--- config.mk ---
export PLATFORM = sky130hd
export DESIGN_NAME = input_dequantizer
export DESIGN_NICKNAME = d
export VERILOG_FILES = /design/src/rtl/input_dequantizer.sv
export SDC_FILE = /design/constraint.sdc
export NUM_CORES = 1
export LEC_CHECK = 0
export ABC_AREA = 1
export CORE_MARGIN = 2
export CORE_UTILIZATION = 35
export DETAILED_ROUTE_END_ITERATION = 8
export PLACE_DENSITY_LB_ADDON = 0.08
export SYNTH_ARGS = -nofsm -noshare
export SYNTH_HDL_FRONTEND = slang
export SYNTH_SLANG_ARGS = --single-unit
--- constraint.sdc ---
create_clock -name clk -period 18.2 [get_ports clk]
set_clock_uncertainty 0.15 [all_clocks]
set_input_delay 3.64 -clock clk [delete_from_list [all_inputs] [get_ports clk]]
set_output_delay 3.64 -clock clk [all_outputs]
set_load 0.05 [all_outputs]
--- src/rtl/input_dequantizer.sv ---
// rtl/input_dequantizer.sv - int8 activation to accumulator-domain dequantizer, 3-stage valid/ready pipe
// Optional build macro DEQUANT_ROUND_EN: round half toward +inf instead of floor in the final shift.
module input_dequantizer #(
  parameter int inputWidth     = 8,
  parameter int outputWidth    = 20,
  parameter int fixedPointBits = 16,
  parameter int shiftBits      = 4
) (
  input  logic                      clk,
  input  logic                      nrst,
  input  logic                      in_valid,
  output logic                      in_ready,
  input  logic [inputWidth-1:0]     x_i,
  output logic                      out_valid,
  input  logic                      out_ready,
  output logic [outputWidth-1:0]    wx_o,
  input  logic                      cfg_load,
  input  logic [fixedPointBits-1:0] cfg_scale,
  input  logic [shiftBits-1:0]      cfg_shift,
  input  logic [inputWidth-1:0]     cfg_zp,
  output logic                      busy
);

  localparam int DW = inputWidth + 1;
  localparam int PW = inputWidth + fixedPointBits + 1;
  localparam int QW = inputWidth + fixedPointBits + (1 << shiftBits) + 1;
  localparam int HW = QW - outputWidth + 1;

  typedef enum logic [0:0] {RUN, DRAIN} state_t;

  state_t                    state, state_nx;
  logic [fixedPointBits-1:0] scale, scale_nx, sh_scale, sh_scale_nx;
  logic [shiftBits-1:0]      shift, shift_nx, sh_shift, sh_shift_nx;
  logic [inputWidth-1:0]     zp, zp_nx, sh_zp, sh_zp_nx;

  logic                      v0, v1, v2;
  logic signed [DW-1:0]      d0;
  logic signed [PW-1:0]      p1;
  logic [outputWidth-1:0]    wx2;

  logic                      adv, accept;
  logic signed [DW-1:0]      d_c;
  logic [DW-1:0]             mag;
  logic [PW-1:0]             prod;
  logic [PW-1:0]             p_c;
  logic signed [QW-1:0]      pext, shl, q;
  logic [HW-1:0]             hi;
  logic [outputWidth-1:0]    wx_c;

  assign adv       = !v2 || out_ready;
  assign busy      = v0 || v1 || v2;
  assign in_ready  = !nrst && adv && (state == RUN);
  assign accept    = in_valid && in_ready;
  assign out_valid = v2;
  assign wx_o      = wx2;

  always_comb begin
    state_nx    = state;
    scale_nx    = scale;
    shift_nx    = shift;
    zp_nx       = zp;
    sh_scale_nx = sh_scale;
    sh_shift_nx = sh_shift;
    sh_zp_nx    = sh_zp;
    unique case (state)
      RUN: begin
        if (cfg_load) begin
          if (!busy) begin
            scale_nx = cfg_scale;
            shift_nx = cfg_shift;
            zp_nx    = cfg_zp;
          end else begin
            sh_scale_nx = cfg_scale;
            sh_shift_nx = cfg_shift;
            sh_zp_nx    = cfg_zp;
            state_nx    = DRAIN;
          end
        end
      end
      DRAIN: begin
        if (cfg_load) begin
          sh_scale_nx = cfg_scale;
          sh_shift_nx = cfg_shift;
          sh_zp_nx    = cfg_zp;
        end
        if (!busy) begin
          state_nx = RUN;
          scale_nx = cfg_load ? cfg_scale : sh_scale;
          shift_nx = cfg_load ? cfg_shift : sh_shift;
          zp_nx    = cfg_load ? cfg_zp    : sh_zp;
        end
      end
      default: state_nx = RUN;
    endcase
  end

  // zp_nx carries a same-cycle load on an idle pipe, so that sample already sees the new zero point.
  always_comb begin
    d_c  = $signed({x_i[inputWidth-1], x_i}) - $signed({zp_nx[inputWidth-1], zp_nx});
    mag  = d0[DW-1] ? -d0 : d0;
    prod = {{fixedPointBits{1'b0}}, mag} * {{DW{1'b0}}, scale};
    p_c  = d0[DW-1] ? -prod : prod;
  end

  always_comb begin
    pext = {{(QW-PW){p1[PW-1]}}, p1};
`ifdef DEQUANT_ROUND_EN
    shl  = (pext <<< shift) + (QW'(1) <<< (fixedPointBits - 1));
`else
    shl  = pext <<< shift;
`endif
    q    = shl >>> fixedPointBits;
    hi   = q[QW-1:outputWidth-1];
    if (hi == {HW{q[QW-1]}}) begin
      wx_c = q[outputWidth-1:0];
    end else if (q[QW-1]) begin
      wx_c = {1'b1, {(outputWidth-1){1'b0}}};
    end else begin
      wx_c = {1'b0, {(outputWidth-1){1'b1}}};
    end
  end

  always_ff @(posedge clk) begin
    if (nrst) begin
      state    <= RUN;
      scale    <= '0;
      shift    <= '0;
      zp       <= '0;
      sh_scale <= '0;
      sh_shift <= '0;
      sh_zp    <= '0;
      v0       <= 1'b0;
      v1       <= 1'b0;
      v2       <= 1'b0;
      d0       <= '0;
      p1       <= '0;
      wx2      <= '0;
    end else begin
      state    <= state_nx;
      scale    <= scale_nx;
      shift    <= shift_nx;
      zp       <= zp_nx;
      sh_scale <= sh_scale_nx;
      sh_shift <= sh_shift_nx;
      sh_zp    <= sh_zp_nx;
      if (adv) begin
        v0 <= accept;
        v1 <= v0;
        v2 <= v1;
        if (accept) d0  <= d_c;
        if (v0)     p1  <= $signed(p_c);
        if (v1)     wx2 <= wx_c;
      end
    end
  end

endmodule

==> results of run 1 <==
-- placed cells by master, fill, tap and decap left out, drive strengths merged, types with 8 or more instances in the layout --
cell / Yosys / layout
xor2: 19 / 19
nor2: 160 / 160
nor3: 8 / 8
dfxtp: 113 / 113
clkdlybuf4s50: 0 / 63
nand3: 91 / 91
clkinv: 4 / 9
a21oi: 134 / 134
ha: 55 / 55
clkbuf: 49 / 21
a31oi: 16 / 16
inv: 288 / 288
fa: 100 / 100
o21ai: 170 / 170
nand4: 12 / 12
nand2: 405 / 405
-- metal layers --
metal / up-vias / GRT usage (%) / share of wire (%)
met2: 137 / 31.73 / 45
met1: 4800 / 26.40 / 51
met3: 23 / 2.608 / 2.6
met4: 0 / 4.698 / 1.3
met5: - / 0 / 0
li1: 5344 / - / -
-- worst max-delay path: cells and delay by family --
kind                   cells  cell delay, ns
and+or+nand+nor            1            0.45
buffers and inverters      2            1.82
-- where the power goes --
part           internal (mW)  switching, mW
Combinational          0.179          0.358
Clock                  0.224          0.122
Sequential             0.271         0.0205
-- logic make-up (layout without fill, tap and decap cells) --
group,after synthesis,after routing
AND/OR/NAND/NOR,686,686
multiplexers,6,6
XOR/XNOR,25,25
adder cells (fa/ha/maj),155,155
buffers and inverters,361,393
AO/OA/AOI/OAI,338,338
flip-flops,113,113
-- area by class of cell --
class	instances	area [um2]
Multi-Input combinational cell	1210	7747
Fill cell	3578	19420
Timing Repair Buffer	70	683.2
Tap cell	442	553.0
Sequential cell	113	2262
Clock inverter	10	133.9
Clock buffer	21	470.5
Inverter	292	1101
-- sequential cells by signal, summed over array words and instances, names as in the netlist --
signal,cells
sh_shift,4
v0,1
sh_zp,8
p1,24
scale,16
zp,8
state,1
out_valid,1
sh_scale,16
v1,1
shift,4
d0,9
wx_o,20
-- metrics by stage --
stage	total power, mW	hold slack (ns)	util (%)
floorplan	0.7008	0.2745	-
global placement	0.8335	0.2842	38.14
detailed placement	0.8365	0.2925	38.14
CTS	1.190	0.3031	40.01
global route	1.279	0.3120	40.01
finish	1.174	0.2974	40.01
-- worst min path at each step --
| stage | from | end | slack [ns] | cells after the start |
|---|---|---|---|---|
| final | sh_scale[6] | sh_scale[6] | 0.30 | 2 |
| after global routing | sh_scale[0] | sh_scale[0] | 0.31 | 2 |
| after CTS | sh_scale[6] | sh_scale[6] | 0.30 | 2 |
| after detailed placement | sh_scale[15] | sh_scale[15] | 0.29 | 2 |
| after global placement | sh_scale[3] | sh_scale[3] | 0.28 | 2 |
| after floorplan | sh_scale[0] | sh_scale[0] | 0.27 | 2 |
==> results.json, run 1 <==
{
  "fin_ws_ns": 8.494,
  "ios": 64,
  "grt_start_max_net_pins": 63,
  "finalNetCount": 1900,
  "antenna_found_initial": 0,
  "cts_tree": "yes",
  "reg2reg_depth": 28,
  "cts_resized": 0,
  "hold_viol_final": 0,
  "post_cts_buffers": 0,
  "fmax_ghz": 0.1030,
  "vdd_drop_max_uv": 61.28,
  "first_pass_iters": 5,
  "yosysSeqAreaShare_pct": 19.79,
  "synthMuxAreaShare_pct": 0.5253,
  "placed_area_mm2": 0.01235,
  "critPathSlowestCell": "clkdlybuf4s50_1",
  "insertedDiodeCount": 0,
  "die_w_um": 184.7,
  "syn_area_per_cell_um2": 6.789,
  "root_buffer": "clkbuf_16",
  "drtIter0Drc": 548,
  "ctsHoldBuffers": 0,
  "r2r_start": "d0[8]",
  "drc": 0,
  "gr-total-overflow": 0,
  "power.density_mw_per_mm2": 90.67,
  "rsz0062_at_grt": "false",
  "core_area_mm2": 0.03237,
  "end_kind": "output port",
  "wl_per_cell_um": 14.33,
  "synthCells": 1684,
  "worstHoldPathType": "flop to flop",
  "maxSlewViolCount": 0,
  "synth_fa_ha_area_share_pct": 23.53,
  "dp_worst_setup_slack_ns": 8.451,
  "start_util_pct": 35.32,
  "grt_usage_pct": 19.17,
  "slowest_delay_ns": 0.96,
  "power_leakage_nw": 6.166,
  "syn2layout_area_growth_pct": 13.27,
  "yosysMostFrequentCell": "nand2_1",
  "period_share_pct": 53.33,
  "status": "finished clean",
  "crit_fanout": 27,
  "place_hpwl_mm": 24.85,
  "endpoint": "in_ready",
  "rows": 66,
  "crit_top_cell": "clkdlybuf4s50_1",
  "finalSetupTns_ns": 0,
  "die_area_mm2": 0.03413,
  "synthDistinctLibCells": 48,
  "worstPathRequired_ns": 14.41,
  "cts_buffers": 17,
  "grt_pass1_vias": 10260,
  "synth-simple-area-share_pct": 25.51,
  "clk_pin_slew_ns": 0.06,
  "finalSetupViolCount": 0,
  "via_per_inst": 4.775,
  "ys_ff_latch": 113,
  "crit_path_start": "nrst",
  "slew_headroom_pct": 19.60,
  "synth-edff-count": 0,
  "cts_sinks": 113,
  "routed_wl_mm": 30.93,
  "synth_compound_gate_area_share_pct": 16.15,
  "timing.rr.end": "p1[20]",
  "stdcell_count": 2158,
  "die_h_um": 184.7,
  "yosys.area.top_type": "dfxtp_1",
  "synthTopCellsByCount": "nand2_1 (393), inv_1 (278), o21ai_0 (159)",
  "synth_top_family_by_area": "simple AND/OR/NAND/NOR gates",
  "clk_latency_ns": 0.43,
  "grt_pass1_wl_mm": 51.96,
  "syn_area_mm2": 0.01143,
  "vias": 10300,
  "cp_cell_sequence": "clkdlybuf4s50_1 > nor3_1 > clkdlybuf4s50_1",
  "place_inst": 2127,
  "stdcell_area_mm2": 0.01295,
  "r2r_slack_ns": 10.55,
  "worst_pin_slew_ns": 1.201,
  "maxCapViolCount": 0,
  "path_class": "primary input to output port",
  "yosys_warnings": 0,
  "synth_xor_area_share_pct": 2.046,
  "io_buffers": 63,
  "async_flop_share_pct": 0,
  "gp_congestion": 0.8229,
  "arrival_ns": 5.92,
  "startpoint_type": "primary input",
  "drive_above_1_share_pct": 6.585,
  "synth_nets": 1880,
  "min_period_ns": 9.706,
  "yosys-top-cells-area": "dfxtp_1 (20%), fa_1 (18%), nand2_1 (13%), inv_1 (9.1%), o21ai_0 (7.0%)",
  "cts_buffer_depth": 2,
  "drtAntennaViolNets": 0,
  "htreeDepth": 4,
  "synth_top_area_share_pct": 19.79,
  "synth_ff_type": "dfxtp_1"
}
Power figures use the tool's default switching activity.
==> inputs of run 2 (changes only) <==
==> constraint.sdc (replaced) <==
create_clock -name clk -period 8.05 [get_ports clk]
set_clock_uncertainty 0.15 [all_clocks]
set_input_delay 1.61 -clock clk [delete_from_list [all_inputs] [get_ports clk]]
set_output_delay 1.61 -clock clk [all_outputs]
set_load 0.05 [all_outputs]
==> run 2 against run 1 <==
  * Die area stayed put
  * Cell count hardly changed
  * Sequential share of layout area is 0.054 points higher
  * Largest cell class unchanged
  * Power is 130% higher
  * Critical endpoint is now p1[20]
==> results.json, run 2 (synthesized netlist as in run 1, its figures left out) <==
{
  "gr-total-overflow": 0,
  "crit_path_start": "d0[8]",
  "worst_pin_slew_ns": 1.161,
  "power_leakage_nw": 6.145,
  "first_pass_iters": 4,
  "via_per_inst": 4.872,
  "rows": 66,
  "cts_resized": 0,
  "rsz0062_at_grt": "false",
  "clkPwrFrac_pct": 28.5,
  "path_class": "flop to flop",
  "status": "finished clean",
  "cts_buffers": 17,
  "final_cell_mix": "nand2_1 (393), inv_1 (277), o21ai_0 (159), nor2_1 (150), a21oi_1 (117)",
  "die_area_mm2": 0.03413,
  "switching_share_pct": 43.67,
  "end_kind": "flop",
  "period_share_pct": 85.96,
  "start_util_pct": 35.32,
  "clk_pin_slew_ns": 0.06,
  "fmax_ghz": 0.1445,
  "pwr-share-seq_pct": 25.2,
  "drc": 0,
  "fin_ws_ns": 1.130,
  "startpoint_type": "flop",
  "post_cts_buffers": 0,
  "drive_above_1_share_pct": 6.534,
  "power.density_mw_per_mm2": 205.1,
  "power_frac_comb_pct": 46.3,
  "min_period_ns": 6.920,
  "grt_start_max_net_pins": 71,
  "gp_congestion": 0.8866,
  "ios": 64,
  "r2r_slack_ns": 1.13,
  "die_w_um": 184.7,
  "finalSetupViolCount": 0,
  "critPathSlowestCell": "fa_1",
  "clk_latency_ns": 0.43,
  "ctsHoldBuffers": 0,
  "p_sw_mw": 1.156,
  "place_hpwl_mm": 26.05,
  "vias": 10500,
  "crit_top_cell": "nand2_1",
  "reg2reg_depth": 31,
  "largest_reg_flops": 24,
  "cts_tree": "yes",
  "drtAntennaViolNets": 0,
  "core_area_mm2": 0.03237,
  "p_int_mw": 1.491,
  "dp_worst_setup_slack_ns": 1.117,
  "syn2layout_area_growth_pct": 12.92,
  "r2r_start": "d0[8]",
  "grt_usage_pct": 19.57,
  "arrival_ns": 7.08,
  "hold_viol_final": 0,
  "drtIter0Drc": 596,
  "worstPathRequired_ns": 8.21,
  "slowest_delay_ns": 0.62,
  "antenna_found_initial": 0,
  "regMostFlops": "p1",
  "endpoint": "p1[20]",
  "cts_sinks": 113,
  "cts_buffer_depth": 2,
  "finalSetupTns_ns": 0,
  "wl_per_cell_um": 15.06,
  "die_h_um": 184.7,
  "grt_pass1_vias": 10110,
  "final_common_cell": "nand2_1",
  "maxSlewViolCount": 0,
  "ff_latch_area_mm2": 0.002262,
  "htreeDepth": 4,
  "io_buffers": 63,
  "routed_wl_mm": 32.46,
  "fill_cells": 3553,
  "multiInputGateArea_mm2": 0.007747,
  "slew_headroom_pct": 22.34,
  "grt_pass1_wl_mm": 52.70,
  "worstHoldPathType": "flop to flop",
  "vdd_drop_max_uv": 164.5,
  "timing.rr.end": "p1[20]",
  "maxCapViolCount": 0,
  "insertedDiodeCount": 0,
  "root_buffer": "clkbuf_16",
  "finalNetCount": 1898,
  "crit_fanout": 23
}
run 2: final cells by class:
| class | instances | share of cell area [%] |
|---|---|---|
| flip-flops and latches | 113 | 17.52 |
| repair buffers | 68 | 5.175 |
| well taps | 442 | 4.283 |
| inverters | 292 | 8.528 |
| clock inverters | 11 | 0.8722 |
| multi-input cells | 1210 | 60.01 |
| clock buffers | 20 | 3.615 |
run 2: power groups by stage:
stage	combinational, mW	sequential, mW	clock [mW]
5_1_grt	1.39	0.674	0.795
6_report	1.23	0.666	0.756
3_3_place_gp	1.22	0.679	0
4_1_cts	1.23	0.667	0.769
3_5_place_dp	1.22	0.678	0
2_1_floorplan	0.914	0.670	0
run 2: worst min-delay path by stage:
stage	slack (ns)	to	startpoint	cells after the start
4_1_cts	0.30	sh_shift[0]	sh_shift[0]	2
3_3_place_gp	0.28	sh_scale[14]	sh_scale[14]	2
6_report	0.30	sh_shift[0]	sh_shift[0]	2
2_1_floorplan	0.27	sh_scale[0]	sh_scale[0]	2
3_5_place_dp	0.29	sh_shift[0]	sh_shift[0]	2
5_1_grt	0.32	sh_shift[0]	sh_shift[0]	2
run 2: per-stage QoR:
step / instances / total power, mW / instance area (um2) / utilization, % / hold slack, ns
after floorplan: 1684 / 1.584 / 11430 / - / 0.2745
after global placement: 2125 / 1.903 / 12330 / 38.10 / 0.2846
after detailed placement: 2125 / 1.902 / 12330 / 38.10 / 0.2904
after CTS: 2156 / 2.668 / 12910 / 39.88 / 0.2978
after global routing: 2156 / 2.860 / 12910 / 39.88 / 0.3187
final: 2156 / 2.648 / 12910 / 39.88 / 0.2974
run 2: worst max-delay path, delay by kind of cell, from the launching register on:
family / cells / cell delay, ns
buffers and inverters: 6 / 1.35
DFF: 1 / 0.30
and+or+nand+nor: 17 / 2.09
AOI/OAI and AO/OA: 3 / 0.33
adders and majority gates: 5 / 2.57
run 2: per-layer routing:
layer | wire length, um | share of wire, % | up-vias | GRT usage, %
met4 | 541 | 1.7 | 0 | 4.794
met1 | 16690 | 51 | 4957 | 28.11
li1 | - | - | 5334 | -
met3 | 1064 | 3.3 | 28 | 2.806
met5 | 0 | 0 | - | 0
met2 | 14160 | 44 | 185 | 30.84
==> inputs of run 3 (changes only) <==
--- a/config.mk
+++ b/config.mk
@@ -9,6 +9,7 @@
 export CORE_MARGIN = 2
 export CORE_UTILIZATION = 35
 export DETAILED_ROUTE_END_ITERATION = 8
+export GPL_ROUTABILITY_DRIVEN = 0
 export PLACE_DENSITY_LB_ADDON = 0.08
 export SYNTH_ARGS = -nofsm -noshare
 export SYNTH_HDL_FRONTEND = slang
==> constraint.sdc (replaced) <==
create_clock -name clk -period 8.05 [get_ports clk]
set_clock_uncertainty 0.15 [all_clocks]
set_input_delay 1.61 -clock clk [delete_from_list [all_inputs] [get_ports clk]]
set_output_delay 1.61 -clock clk [all_outputs]
set_load 0.1 [all_outputs]
==> run 3 against run 2 <==
  * Global-route usage increased by 0.49 points
  * Non-clock buffer count increased by 2
  * Sequential power decreased by 0.8%
  * Highest routed layer unchanged
  * Die area unchanged
  * Utilization increased by 0.054 points
  * Combinational power about the same
==> results.json, run 3 (synthesized netlist as in run 1, its figures left out) <==
{
  "status": "finished clean",
  "cts_buffer_depth": 2,
  "pwr-share-seq_pct": 24.7,
  "wl_per_cell_um": 15.02,
  "clkPwrFrac_pct": 28.7,
  "worst_pin_slew_ns": 1.218,
  "switching_share_pct": 43.86,
  "clk_pin_slew_ns": 0.06,
  "finalNetCount": 1900,
  "hold_path_end": "sh_scale[13]",
  "hp-start": "sh_scale[13]",
  "regMostFlops": "p1",
  "power.density_mw_per_mm2": 207.0,
  "ios": 64,
  "final_common_cell": "nand2_1",
  "place_hpwl_mm": 26.00,
  "clk_latency_ns": 0.43,
  "cts_buffers": 17,
  "crit_fanout": 19,
  "fill_cells": 3510,
  "reg2reg_depth": 30,
  "vdd_drop_max_uv": 147.0,
  "postLayoutCoreUtil_pct": 39.94,
  "grt_pass1_vias": 10190,
  "worstHoldPathType": "flop to flop",
  "p_sw_mw": 1.174,
  "routed_wl_mm": 32.40,
  "timing.rr.end": "p1[20]",
  "drc": 0,
  "post_cts_buffers": 0,
  "min_period_ns": 6.955,
  "maxSlewViolCount": 0,
  "largest_reg_flops": 24,
  "grt_pass1_wl_mm": 54.03,
  "slew_headroom_pct": 18.52,
  "worstPathRequired_ns": 8.21,
  "arrival_ns": 7.12,
  "crit_top_cell": "inv_1",
  "whs_ns": 0.2962,
  "finalSetupTns_ns": 0,
  "final_cell_mix": "nand2_1 (393), inv_1 (277), o21ai_0 (159), nor2_1 (150), a21oi_1 (117)",
  "dp_worst_setup_slack_ns": 1.118,
  "period_share_pct": 86.40,
  "power.total_mw": 2.676,
  "vias": 10490,
  "critPathSlowestCell": "dfxtp_1",
  "r2r_start": "d0[0]",
  "root_buffer": "clkbuf_16",
  "drtAntennaViolNets": 0,
  "io_buffers": 63,
  "drive_above_1_share_pct": 6.589,
  "whs_path_depth": 2,
  "drtIter0Drc": 619,
  "power_frac_comb_pct": 46.6,
  "hold_viol_final": 0,
  "ctsHoldBuffers": 0,
  "antenna_found_initial": 0,
  "finalSetupViolCount": 0,
  "slowest_delay_ns": 0.88,
  "startpoint_type": "flop",
  "maxCapViolCount": 0,
  "rsz0062_at_grt": "false",
  "first_pass_iters": 5,
  "grt_start_max_net_pins": 48,
  "path_class": "flop to flop",
  "cts_tree": "yes",
  "p_int_mw": 1.503,
  "via_per_inst": 4.864,
  "r2r_slack_ns": 1.10,
  "syn2layout_area_growth_pct": 13.08,
  "end_kind": "flop",
  "rows": 66,
  "fmax_ghz": 0.1438,
  "die_h_um": 184.7,
  "start_util_pct": 35.32,
  "gr-total-overflow": 0,
  "cts_sinks": 113,
  "die_w_um": 184.7,
  "insertedDiodeCount": 0,
  "power_leakage_nw": 6.155,
  "cts_resized": 0,
  "die_area_mm2": 0.03413,
  "fin_ws_ns": 1.095,
  "grt_usage_pct": 20.06,
  "htreeDepth": 4,
  "core_area_mm2": 0.03237
}
## run 3: power groups by stage
| stage | registers (mW) | logic (mW) | clock network, mW |
|---|---|---|---|
| global placement | 0.673 | 1.25 | 0 |
| floorplan | 0.691 | 0.918 | 0 |
| finish | 0.661 | 1.25 | 0.767 |
| CTS | 0.662 | 1.26 | 0.782 |
| detailed placement | 0.673 | 1.26 | 0 |
| global route | 0.668 | 1.43 | 0.809 |
## run 3: worst max-delay path: cells and delay by family (launching register included)
kind	cells	cell delay [ns]
and+or+nand+nor	16	2.25
AOI/OAI and AO/OA	1	0.17
adders and majority gates	6	2.65
DFF	1	0.88
buffers and inverters	7	0.69
## run 3: cell type report
type	instances	area, um2	share of cell area, %
repair buffers	70	683.2	5.284
clock inverters	12	142.6	1.103
clock buffers	18	439.2	3.397
multi-input cells	1210	7747	59.92
well taps	442	553.0	4.278
inverters	292	1101	8.516
flip-flops and latches	113	2262	17.50
## run 3: how the worst max path moves through the flow
stage / from / to / cells past startpoint
finish: d0[0] / p1[20] / 30
global route: d0[8] / p1[19] / 32
CTS: d0[0] / p1[20] / 30
detailed placement: d0[0] / p1[15] / 30
global placement: d0[8] / p1[20] / 28
floorplan: d0[0] / p1[20] / 36
## run 3: per-stage QoR
| stage | area [um2] | std cells |
|---|---|---|
| floorplan | 11430 | 1684 |
| global placement | 12350 | 2127 |
| detailed placement | 12350 | 2127 |
| CTS | 12930 | 2157 |
| global route | 12930 | 2157 |
| finish | 12930 | 2157 |
## run 3: routing by layer
layer	vias up	share of wire, %	GRT usage (%)
li1	5340	-	-
met1	4938	50	28.91
met2	194	45	31.73
met3	20	4.1	2.924
met4	0	1.2	4.413
met5	-	0	0
